## src/rtl/text_line_renderer_pkg.sv

```systemverilog
// text_pkg: shared types and constants for the text line renderer.
//   state_t     renderer FSM states (IDLE/ARMED/DRAW/DONE)
//   GLYPH_W/H   glyph cell size in pixels
//   CH_*        character codes understood by the glyph ROM
package text_pkg;
  typedef enum logic [1:0] {IDLE, ARMED, DRAW, DONE} state_t;

  localparam int GLYPH_W = 8;
  localparam int GLYPH_H = 8;

  localparam logic [5:0] CH_BLANK = 6'h00;
  localparam logic [5:0] CH_0     = 6'h1B;
  localparam logic [5:0] CH_1     = 6'h1C;
  localparam logic [5:0] CH_2     = 6'h1D;
  localparam logic [5:0] CH_3     = 6'h1E;
  localparam logic [5:0] CH_4     = 6'h1F;
  localparam logic [5:0] CH_5     = 6'h20;
  localparam logic [5:0] CH_6     = 6'h21;
  localparam logic [5:0] CH_7     = 6'h22;
  localparam logic [5:0] CH_8     = 6'h23;
  localparam logic [5:0] CH_9     = 6'h24;
endpackage

```

## src/rtl/text_line_renderer_if.sv

```systemverilog
// text_line_renderer_if: control bundle between a host and the renderer.
//   wr_en/wr_idx/wr_chr   line buffer write port
//   draw_req/draw_x/y     render request with box origin
//   busy/line_done        render status back to the host
// master = host side, slave = renderer side.
interface text_line_renderer_if #(
  parameter int NCHARS  = 16,
  parameter int COORD_W = 10,
  parameter int CHR_W   = 6
);
  localparam int IDX_W = (NCHARS > 1) ? $clog2(NCHARS) : 1;

  logic               wr_en;
  logic [IDX_W-1:0]   wr_idx;
  logic [CHR_W-1:0]   wr_chr;
  logic               draw_req;
  logic [COORD_W-1:0] draw_x;
  logic [COORD_W-1:0] draw_y;
  logic               busy;
  logic               line_done;

  modport master (output wr_en, wr_idx, wr_chr, draw_req, draw_x, draw_y,
                  input  busy, line_done);
  modport slave  (input  wr_en, wr_idx, wr_chr, draw_req, draw_x, draw_y,
                  output busy, line_done);
endinterface

```

## src/rtl/text_line_renderer_glyph_rom.sv

```systemverilog
// glyph_rom: combinational 8x8 glyph lookup.
//   code  in   character code
//   row   in   glyph row 0..7 (0 = top)
//   bits  out  row pixels, bit 7 = leftmost column
// Digits live at CH_0..CH_9; every other code is blank.
module glyph_rom
  import text_pkg::*;
#(
  parameter int CHR_W = 6
) (
  input  logic [CHR_W-1:0] code,
  input  logic [2:0]       row,
  output logic [7:0]       bits
);
  logic [63:0] g;  // whole glyph, top row in the most significant byte

  always_comb begin
    g = '0;
    case (code)
      CHR_W'(CH_0): g = 64'h7CC6_CEDE_F6E6_7C00;
      CHR_W'(CH_1): g = 64'h3070_3030_3030_FC00;
      CHR_W'(CH_2): g = 64'h78CC_0C38_60CC_FC00;
      CHR_W'(CH_3): g = 64'h78CC_0C38_0CCC_7800;
      CHR_W'(CH_4): g = 64'h1C3C_6CCC_FE0C_1E00;
      CHR_W'(CH_5): g = 64'hFCC0_F80C_0CCC_7800;
      CHR_W'(CH_6): g = 64'h3860_C0F8_CCCC_7800;
      CHR_W'(CH_7): g = 64'hFCCC_0C18_3030_3000;
      CHR_W'(CH_8): g = 64'h78CC_CC78_CCCC_7800;
      CHR_W'(CH_9): g = 64'h78CC_CC7C_0C18_7000;
      default:      g = '0;
    endcase
    // ~row == 7-row for a 3-bit row: row 0 picks the top byte
    bits = g[{~row, 3'b000} +: 8];
  end
endmodule

```

## src/rtl/text_line_renderer.sv

```systemverilog
// text_line_renderer: draws a line of NCHARS 8x8 glyphs at a latched origin
// into the raster stream of the timing generator.
//   pixclk       pixel clock
//   rst          asynchronous active-high reset
//   CounterX/Y   raster position
//   bus          slave side of text_line_renderer_if (buffer writes,
//                draw request/origin, busy, line_done)
//   pix          glyph pixel for the counters sampled on the previous edge
//   pix_in_box   previous-cycle counters fell inside the text box
// Build option: define TEXT_SCALE2_EN to draw every glyph pixel as 2x2.
module text_line_renderer
  import text_pkg::*;
#(
  parameter int NCHARS  = 16,
  parameter int COORD_W = 10,
  parameter int CHR_W   = 6
) (
  input  logic               pixclk,
  input  logic               rst,
  input  logic [COORD_W-1:0] CounterX,
  input  logic [COORD_W-1:0] CounterY,
  text_line_renderer_if.slave bus,
  output logic               pix,
  output logic               pix_in_box
);
  localparam int IDX_W = (NCHARS > 1) ? $clog2(NCHARS) : 1;
  localparam int CW    = COORD_W + 1;  // one extra bit so offsets never wrap
`ifdef TEXT_SCALE2_EN
  localparam int S = 2;
`else
  localparam int S = 1;
`endif
  localparam int BOX_W = NCHARS * GLYPH_W * S;
  localparam int BOX_H = GLYPH_H * S;

  state_t state, state_nxt;
  logic [COORD_W-1:0] ox, oy;
  logic [NCHARS-1:0][CHR_W-1:0] line_buf;

  // ---- FSM ----
  always_ff @(posedge pixclk or posedge rst)
    if (rst) state <= IDLE;
    else     state <= state_nxt;

  always_comb begin
    state_nxt = state;
    case (state)
      IDLE:  if (bus.draw_req) state_nxt = ARMED;
      ARMED: if (CounterY == oy) state_nxt = DRAW;
      // second term: box ran off the bottom and the frame wrapped
      DRAW:  if (({1'b0, CounterY} == ({1'b0, oy} + CW'(BOX_H))) || (CounterY < oy))
               state_nxt = DONE;
      DONE:  state_nxt = IDLE;
      default: state_nxt = IDLE;
    endcase
  end

  always_comb begin
    bus.busy      = (state == ARMED) || (state == DRAW);
    bus.line_done = (state == DONE);
  end

  always_ff @(posedge pixclk or posedge rst)
    if (rst) begin
      ox <= '0;
      oy <= '0;
    end else if (state == IDLE && bus.draw_req) begin
      ox <= bus.draw_x;
      oy <= bus.draw_y;
    end

  // ---- line buffer: slots outside 0..NCHARS-1 never match, so they drop ----
  always_ff @(posedge pixclk or posedge rst)
    if (rst) line_buf <= '0;
    else
      for (int i = 0; i < NCHARS; i++)
        if (bus.wr_en && bus.wr_idx == IDX_W'(i)) line_buf[i] <= bus.wr_chr;

  // ---- pixel pipeline ----
  logic [CW-1:0]    dx, dy;
  logic             in_box;
  logic [2:0]       col, row;
  logic [IDX_W-1:0] idx;
  logic [7:0]       row_bits;

  always_comb begin
    dx = {1'b0, CounterX} - {1'b0, ox};
    dy = {1'b0, CounterY} - {1'b0, oy};
    // a negative offset shows up as MSB set, which also exceeds the box size
    in_box = !dx[CW-1] && (dx < CW'(BOX_W)) && !dy[CW-1] && (dy < CW'(BOX_H));
`ifdef TEXT_SCALE2_EN
    col = dx[3:1];
    row = dy[3:1];
    idx = IDX_W'(dx >> 4);
`else
    col = dx[2:0];
    row = dy[2:0];
    idx = IDX_W'(dx >> 3);
`endif
  end

  glyph_rom #(.CHR_W(CHR_W)) u_rom (
    .code (line_buf[idx]),
    .row  (row),
    .bits (row_bits)
  );

  always_ff @(posedge pixclk or posedge rst)
    if (rst) begin
      pix        <= 1'b0;
      pix_in_box <= 1'b0;
    end else begin
      pix        <= (state == DRAW) && in_box && row_bits[~col];
      pix_in_box <= (state == DRAW) && in_box;
    end
endmodule
```

## src/flat_wrapper.sv

```systemverilog
// flat-port wrapper written by rule: the top's interface ports become plain ports
module text_line_renderer_flat import text_pkg::*;
#(
  parameter int NCHARS  = 16,
  parameter int COORD_W = 10,
  parameter int CHR_W   = 6
)
  (pixclk, rst, CounterX, CounterY, pix, pix_in_box, bus_wr_en, bus_wr_idx, bus_wr_chr, bus_draw_req, bus_draw_x, bus_draw_y, bus_busy, bus_line_done);
  text_line_renderer_if #(.NCHARS(NCHARS), .COORD_W(COORD_W), .CHR_W(CHR_W)) bus_i ();
  input  logic pixclk;
  input  logic rst;
  input  logic [COORD_W-1:0] CounterX;
  input  logic [COORD_W-1:0] CounterY;
  output logic pix;
  output logic pix_in_box;
  input wire logic [$bits(bus_i.wr_en)-1:0] bus_wr_en;
  input wire logic [$bits(bus_i.wr_idx)-1:0] bus_wr_idx;
  input wire logic [$bits(bus_i.wr_chr)-1:0] bus_wr_chr;
  input wire logic [$bits(bus_i.draw_req)-1:0] bus_draw_req;
  input wire logic [$bits(bus_i.draw_x)-1:0] bus_draw_x;
  input wire logic [$bits(bus_i.draw_y)-1:0] bus_draw_y;
  output wire logic [$bits(bus_i.busy)-1:0] bus_busy;
  output wire logic [$bits(bus_i.line_done)-1:0] bus_line_done;
  assign bus_i.wr_en = bus_wr_en;
  assign bus_i.wr_idx = bus_wr_idx;
  assign bus_i.wr_chr = bus_wr_chr;
  assign bus_i.draw_req = bus_draw_req;
  assign bus_i.draw_x = bus_draw_x;
  assign bus_i.draw_y = bus_draw_y;
  assign bus_busy = bus_i.busy;
  assign bus_line_done = bus_i.line_done;
  text_line_renderer #(.NCHARS(NCHARS), .COORD_W(COORD_W), .CHR_W(CHR_W)) u_core (.pixclk(pixclk), .rst(rst), .CounterX(CounterX), .CounterY(CounterY), .bus(bus_i), .pix(pix), .pix_in_box(pix_in_box));
endmodule
```

## config.mk

```make
export PLATFORM = sky130hd
export DESIGN_NAME = text_line_renderer_flat
export DESIGN_NICKNAME = d
export VERILOG_FILES = /design/src/rtl/text_line_renderer_pkg.sv /design/src/rtl/text_line_renderer_if.sv /design/src/rtl/text_line_renderer_glyph_rom.sv /design/src/rtl/text_line_renderer.sv /design/src/flat_wrapper.sv
export SDC_FILE = /design/constraint.sdc
export NUM_CORES = 1
export LEC_CHECK = 0
export BUFFER_PORTS_ARGS = -buffer_cell sky130_fd_sc_hd__buf_4
export CAP_MARGIN = 15
export CORE_UTILIZATION = 47
export DETAILED_ROUTE_END_ITERATION = 6
export GPL_TIMING_DRIVEN = 0
export PLACE_DENSITY_LB_ADDON = 0.05
export SKIP_LAST_GASP = 1
export SYNTH_ARGS = -nofsm -noshare
export SYNTH_HDL_FRONTEND = slang
export SYNTH_SLANG_ARGS = --single-unit
```

## constraint.sdc

```tcl
create_clock -name pixclk -period 4.5 [get_ports pixclk]
set_input_delay 0.225 -clock pixclk [delete_from_list [all_inputs] [get_ports pixclk]]
set_output_delay 0.225 -clock pixclk [all_outputs]
set_load 0.005 [all_outputs]
```

==> reports/summary.txt, run 1 <==
outcome -> finished, final reports clean
final hold viol count -> 0
Initial Utilization -> 0.485
met3 Usage GRT -> 0.0540
GR peak layer -> met2
Netlist cell types -> 76
Final min period -> 4.37 ns
dominant synthesized flop cell -> dfrtp_1
Layout area overhead -> 18.9%
post-route ant nets -> 0
CTS H-Tree Depth -> 4
GP Congestion -> 0.912
final core occ -> 0.577
final worst path period share -> 0.972
Seq cells post-synth -> 120
CTS Buf Count -> 17
MaxCap Viol Count -> 0
total track usage -> 0.287
Final Max Slew Viols -> 0
Filler cells -> 1720
cell area after synthesis -> 9170 µm²
die area -> 20100 µm²
first-pass GRT wire length -> 43.5 mm
vias per cell -> 6.10
Slew @ Worst Pin -> 1.00 ns
clk buf depth -> 2
Worst EP arrival -> 4.72 ns
drt first pass iters -> 5
CTS clock-pin slew for the worst setup and hold paths -> 0.06 ns
fin area -> 10900 µm²
average cell area after synthesis -> 9.65 µm²
Die H -> 142 µm
Post-synth ARST share -> 1.00
via count -> 8028
core area -> 18900 µm²
initial antenna violation count -> 0
Final nets -> 1125
root buf cell -> clkbuf_16
Warnings, synthesis -> 0
EDFF count, synth -> 0
Die Wd -> 142 µm
worst skew pair latency -> 0.43 ns
Initial DRC Count -> 647
Post-Syn Nets -> 1034
data required time of the critical path -> 4.85 ns
CTS tree -> yes
clock sinks -> 120
largest net degree at the start of global routing -> 64
area of the multi-input gates -> 5800 µm²
post-detail-place hpwl -> 19.7 mm
Synth area leaders -> dfrtp_1 33%, mux2_2 14%, nand2b_1 4.9%
final wirelength -> 27.9 mm
dominant cell type by area after synthesis -> dfrtp_1
final worst slack -> 0.126 ns
CP Capture Type -> flip-flop
Port Buffers -> 57
Max Clock Freq -> 229 MHz
startpoint types -> flip-flop
share of the synthesized area in the top cell type -> 0.327
total I/O pin count -> 58
global-route met1 utilization -> 0.402
placed cell areas -> 9960 µm²
num rows -> 50
Post-route DRC -> 0
antenna cells -> 0
met2 Track Usage GR -> 0.446
relative slew slack -> 0.329
Hold Crit Class -> input pin to flip-flop
pre-CTS WS -> -0.116 ns
WL per Instance -> 21.2 µm
Sequential cell area -> 3000 µm²
share of post-route cells with drive strength above 1 -> 0.298
register area share after synthesis -> 0.327
number of cells produced by synthesis -> 951
Worst Path Class, Setup -> flip-flop to flip-flop
vias in the first global route -> 7636
maximum net fanout on the critical path -> 10
final setup vio count -> 0
GRT Residual Overflow -> 0
Clock Skew -> 0.00959 ns
## layout make-up
type | count | area share
buffer | 76 | 0.0402
clock buffer | 20 | 0.0410
clock inverter | 12 | 0.0176
inverter | 33 | 0.0118
multi-input combinational | 721 | 0.532
sequential | 120 | 0.275
tap | 260 | 0.0298
timing repair buffer | 73 | 0.0527
## kinds of logic after synthesis
| family | synth area share |
|---|---|
| mux | 0.194 |
| xor+xnor | 0.0173 |
| compound gates | 0.217 |
| buf+inv | 0.0552 |
| simple gates | 0.148 |
| flops | 0.327 |
| fa+ha+maj | 0.0412 |
## sequential cells by signal (all words and copies together) (netlist names)
signal and count:
u_core.pix_in_box 1, u_core.ox 10, u_core.pix 1, u_core.line_buf 96
u_core.oy 10, u_core.state 2
## per-layer routing
layer	share of wire	routed length (µm)
met1	0.45	12500
met2	0.46	12800
met3	0.072	2000
met4	0.021	599
met5	0	0
## layout by cell type (no fill, tap or decap), drive strengths merged, types with 8 or more instances in the layout
| cell type | synthesis | routed |
|---|---|---|
| mux2 | 118 | 118 |
| xor2 | 8 | 8 |
| buf | 44 | 105 |
| dfrtp | 120 | 120 |
| ha | 27 | 27 |
| a211oi | 54 | 54 |
| nand2 | 85 | 85 |
| a22oi | 12 | 12 |
| xnor2 | 8 | 8 |
| o211a | 37 | 37 |
| inv | 33 | 36 |
| a21o | 14 | 14 |
| o21ai | 29 | 29 |
| nor2 | 45 | 45 |
| nand2b | 72 | 72 |
| nand3 | 11 | 11 |
| clkbuf | 33 | 63 |
| a21oi | 28 | 28 |
| a311oi | 38 | 38 |
| mux2i | 42 | 42 |
## timing repair
item,4_1_cts,5_1_grt
pin swaps,0,5
gates resized for setup,2,70
buffers inserted,0,14
hold buffers,1,0
endpoints found under the setup margin,1,1
hold endpoints to repair,62,0
## path summary, 6_finish.rpt
path / from / to / cells past startpoint / slack (ns)
worst max-delay path: u_core.ox[0]$_DFFE_PP0P_ / u_core.pix$_DFF_PP0_ / 20 / 0.13
worst min-delay path: bus_draw_y[6] / u_core.oy[6]$_DFFE_PP0P_ / 2 / 0.02
worst max register to register: u_core.ox[0]$_DFFE_PP0P_ / u_core.pix$_DFF_PP0_ / 20 / 0.13
worst min register to register: u_core.oy[2]$_DFFE_PP0P_ / u_core.oy[2]$_DFFE_PP0P_ / 1 / 0.50
max in group asynchronous: rst / u_core.line_buf[80]$_DFFE_PP0P_ / 4 / 3.35
min in group asynchronous: rst / u_core.oy[9]$_DFFE_PP0P_ / 3 / 0.44
## critical path: stages, from the launching register on
cell and delay, ns:
dfrtp_1 0.37, ha_1 0.15, inv_1 0.05, fa_2 0.39
a21oi_4 0.18, o21ai_1 0.13, or4_4 0.45, o211ai_4 0.14
buf_8 0.18, buf_6 0.16, buf_4 0.12, mux2i_1 0.20
mux2i_2 0.15, buf_6 0.19, clkbuf_4 0.19, xor2_1 0.20
a221oi_1 0.27, o211ai_1 0.12, o311a_1 0.15, o32a_1 0.36
a41oi_2 0.15
## Yosys cell counts (all sizes together) (3+ instances only)
cell type and instances:
nor3 7, mux2i 42, a2bb2oi 3, dfrtp 120
a21oi 28, nand4 6, a311oi 38, or3 7
clkbuf 33, xnor2 8, nor2b 4, nor3b 4
nand2 85, ha 27, buf 44, nor4 4
o22ai 3, o21ai 29, o211a 37, nand2b 72
or2 4, a211oi 54, a21o 14, nor2 45
nand3 11, a22oi 12, xor2 8, o211ai 4
o21a 3, inv 33, mux2 118, a31oi 3
nand3b 3, o311ai 4, and3 3
## per-stage QoR
stage,hold WS (ns),cells,setup TNS (ns)
2_1_floorplan,0.376,951,0
3_3_place_gp,0.458,1268,-65.95
3_5_place_dp,0.353,1269,-0.116
4_1_cts,0.0127,1301,0
5_1_grt,0.0108,1315,-0.0553
6_report,0.0248,1315,0
Power of run 1 is not shown: default switching activity piles up to over one toggle a cycle in this logic, so the estimate is an artifact.
==> inputs of run 2 (changes only) <==
--- a/config.mk
+++ b/config.mk
@@ -10,6 +10,7 @@
 export CORE_UTILIZATION = 47
 export DETAILED_ROUTE_END_ITERATION = 6
 export GPL_TIMING_DRIVEN = 0
+export HOLD_SLACK_MARGIN = 0.05
 export PLACE_DENSITY_LB_ADDON = 0.05
 export SKIP_LAST_GASP = 1
 export SYNTH_ARGS = -nofsm -noshare
==> constraint.sdc (replaced) <==
create_clock -name pixclk -period 4.5 [get_ports pixclk]
set_input_delay 0 -clock pixclk [delete_from_list [all_inputs] [get_ports pixclk]]
set_output_delay 0 -clock pixclk [all_outputs]
set_load 0.005 [all_outputs]
==> run 2 against run 1 <==
  * Worst hold slack improved by 0.076 ns
  * Non-clock buffer count rose by 26
  * Core utilization rose by 1.4 points
  * Critical path type unchanged
  * Register-to-register slack got worse by 0.02 ns
  * Design area rose by 2.4%
  * Count of clock-buffer cells in the layout did not move
==> reports/summary.txt, run 2 (synthesis results as in run 1) <==
GP Congestion -> 0.912
WL per Instance -> 21.0 µm
worst skew pair latency -> 0.43 ns
relative slew slack -> 0.332
final worst slack -> 0.105 ns
area of the multi-input gates -> 5800 µm²
Clock Skew -> 0.0110 ns
hold_sp -> bus_draw_req
total track usage -> 0.290
Port Buffers -> 57
Regs by FF count -> u_core.line_buf: 96 flops, u_core.ox: 10 flops, u_core.oy: 10 flops
via count -> 8148
Die H -> 142 µm
Filler cells -> 1695
GRT Residual Overflow -> 0
dpl cells -> 1269
outcome -> finished, final reports clean
Final Max Slew Viols -> 0
hold path depth -> 3
maximum net fanout on the critical path -> 10
MaxCap Viol Count -> 0
root buf cell -> clkbuf_16
startpoint types -> flip-flop
initial antenna violation count -> 0
final hold viol count -> 0
post-detail-place hpwl -> 19.7 mm
Biggest register -> u_core.line_buf
leading cell type in the layout, fill and taps excluded -> dfrtp_1
CTS Buf Count -> 17
final worst path period share -> 0.977
total I/O pin count -> 58
die area -> 20100 µm²
CP Capture Type -> flip-flop
num rows -> 50
first-pass GRT wire length -> 44.0 mm
CTS tree -> yes
clk buf depth -> 2
CTS clock-pin slew for the worst setup and hold paths -> 0.06 ns
Final min period -> 4.39 ns
Initial Utilization -> 0.485
fin area -> 11200 µm²
Layout area overhead -> 21.7%
data required time of the critical path -> 4.84 ns
CP endpoint -> u_core.pix$_DFF_PP0_
reg2reg start -> u_core.ox[0]$_DFFE_PP0P_
CTS H-Tree Depth -> 4
commonest non-fill, non-tap cells in the layout -> 120 x dfrtp_1, 118 x mux2_2, 84 x nand2_1
core area -> 18900 µm²
final cell count without fillers -> 1341
pre-CTS WS -> -0.104 ns
drt first pass iters -> 5
Worst Path Class, Setup -> flip-flop to flip-flop
clock sinks -> 120
worst r2r path cells -> 20
Final nets -> 1151
largest net degree at the start of global routing -> 64
share of post-route cells with drive strength above 1 -> 0.290
Die Wd -> 142 µm
final wirelength -> 28.2 mm
max reg flops -> 96
Hold Crit Class -> input pin to flip-flop
Post-route DRC -> 0
R2R Path End -> u_core.pix$_DFF_PP0_
Initial DRC Count -> 603
vias in the first global route -> 7770
reg-to-reg setup timing slack -> 0.11 ns
final setup vio count -> 0
Setup crit start -> u_core.ox[0]$_DFFE_PP0P_
Hold WS -> 0.101 ns
Slew @ Worst Pin -> 0.998 ns
placed cell areas -> 9960 µm²
Worst EP arrival -> 4.74 ns
Max Clock Freq -> 228 MHz
vias per cell -> 6.08
antenna cells -> 0
Sequential cell area -> 3000 µm²
post-route ant nets -> 0
## run 2: cell types whose count changed in the layout (fill, tap and decap cells not counted), sizes merged
cell | previous run | this run
dlygate4sd3 | 1 | 27
## run 2: how the worst min path moves through the flow
stage and endpoint:
6_report u_core.state[0]$_DFFE_PP0P_, 4_1_cts u_core.state[0]$_DFFE_PP0P_, 3_3_place_gp u_core.oy[4]$_DFFE_PP0P_, 3_5_place_dp u_core.oy[9]$_DFFE_PP0P_, 2_1_floorplan u_core.ox[0]$_DFFE_PP0P_, 5_1_grt u_core.state[0]$_DFFE_PP0P_
## run 2: worst max-delay path: stages, from the launching register on
cell	delay (ns)
dfrtp_1	0.37
ha_1	0.15
inv_1	0.05
fa_2	0.39
a21oi_4	0.18
o21ai_1	0.13
or4_4	0.44
o211ai_4	0.14
buf_8	0.18
buf_6	0.16
buf_4	0.12
mux2i_1	0.07
mux2i_2	0.31
buf_6	0.21
clkbuf_4	0.22
xor2_1	0.12
a221oi_1	0.27
o211ai_1	0.12
o311a_1	0.15
o32a_1	0.36
a41oi_2	0.15
## run 2: layer usage
layer	track usage	part of all wire	up-vias
met5	0	0	-
met4	0.0889	0.019	0
met3	0.0537	0.070	39
met2	0.457	0.47	295
met1	0.404	0.45	4031
li1	-	-	3783
## run 2: metrics by stage
stage	utilization	TNS, ns
floorplan	-	0
global placement	0.525	-38.95
detailed placement	0.527	-0.104
CTS	0.575	0
global route	0.591	-0.0553
finish	0.591	0
## run 2: cell type report
class / count / area share
Multi-Input combinational cell: 721 / 0.519
Sequential cell: 120 / 0.269
Timing Repair Buffer: 99 / 0.0748
Clock buffer: 20 / 0.0400
Buffer: 76 / 0.0392
Tap cell: 260 / 0.0291
Clock inverter: 12 / 0.0171
Inverter: 33 / 0.0115
## run 2: repair_timing
item / 4_1_cts / 5_1_grt
buffers inserted: 0 / 14
pin swaps: 0 / 5
hold buffers: 27 / 0
gates resized for setup: 2 / 70
hold endpoints to repair: 118 / 0
endpoints found under the setup margin: 1 / 1
cloned: 0 / 0
Power of run 2 is left out for the same reason.
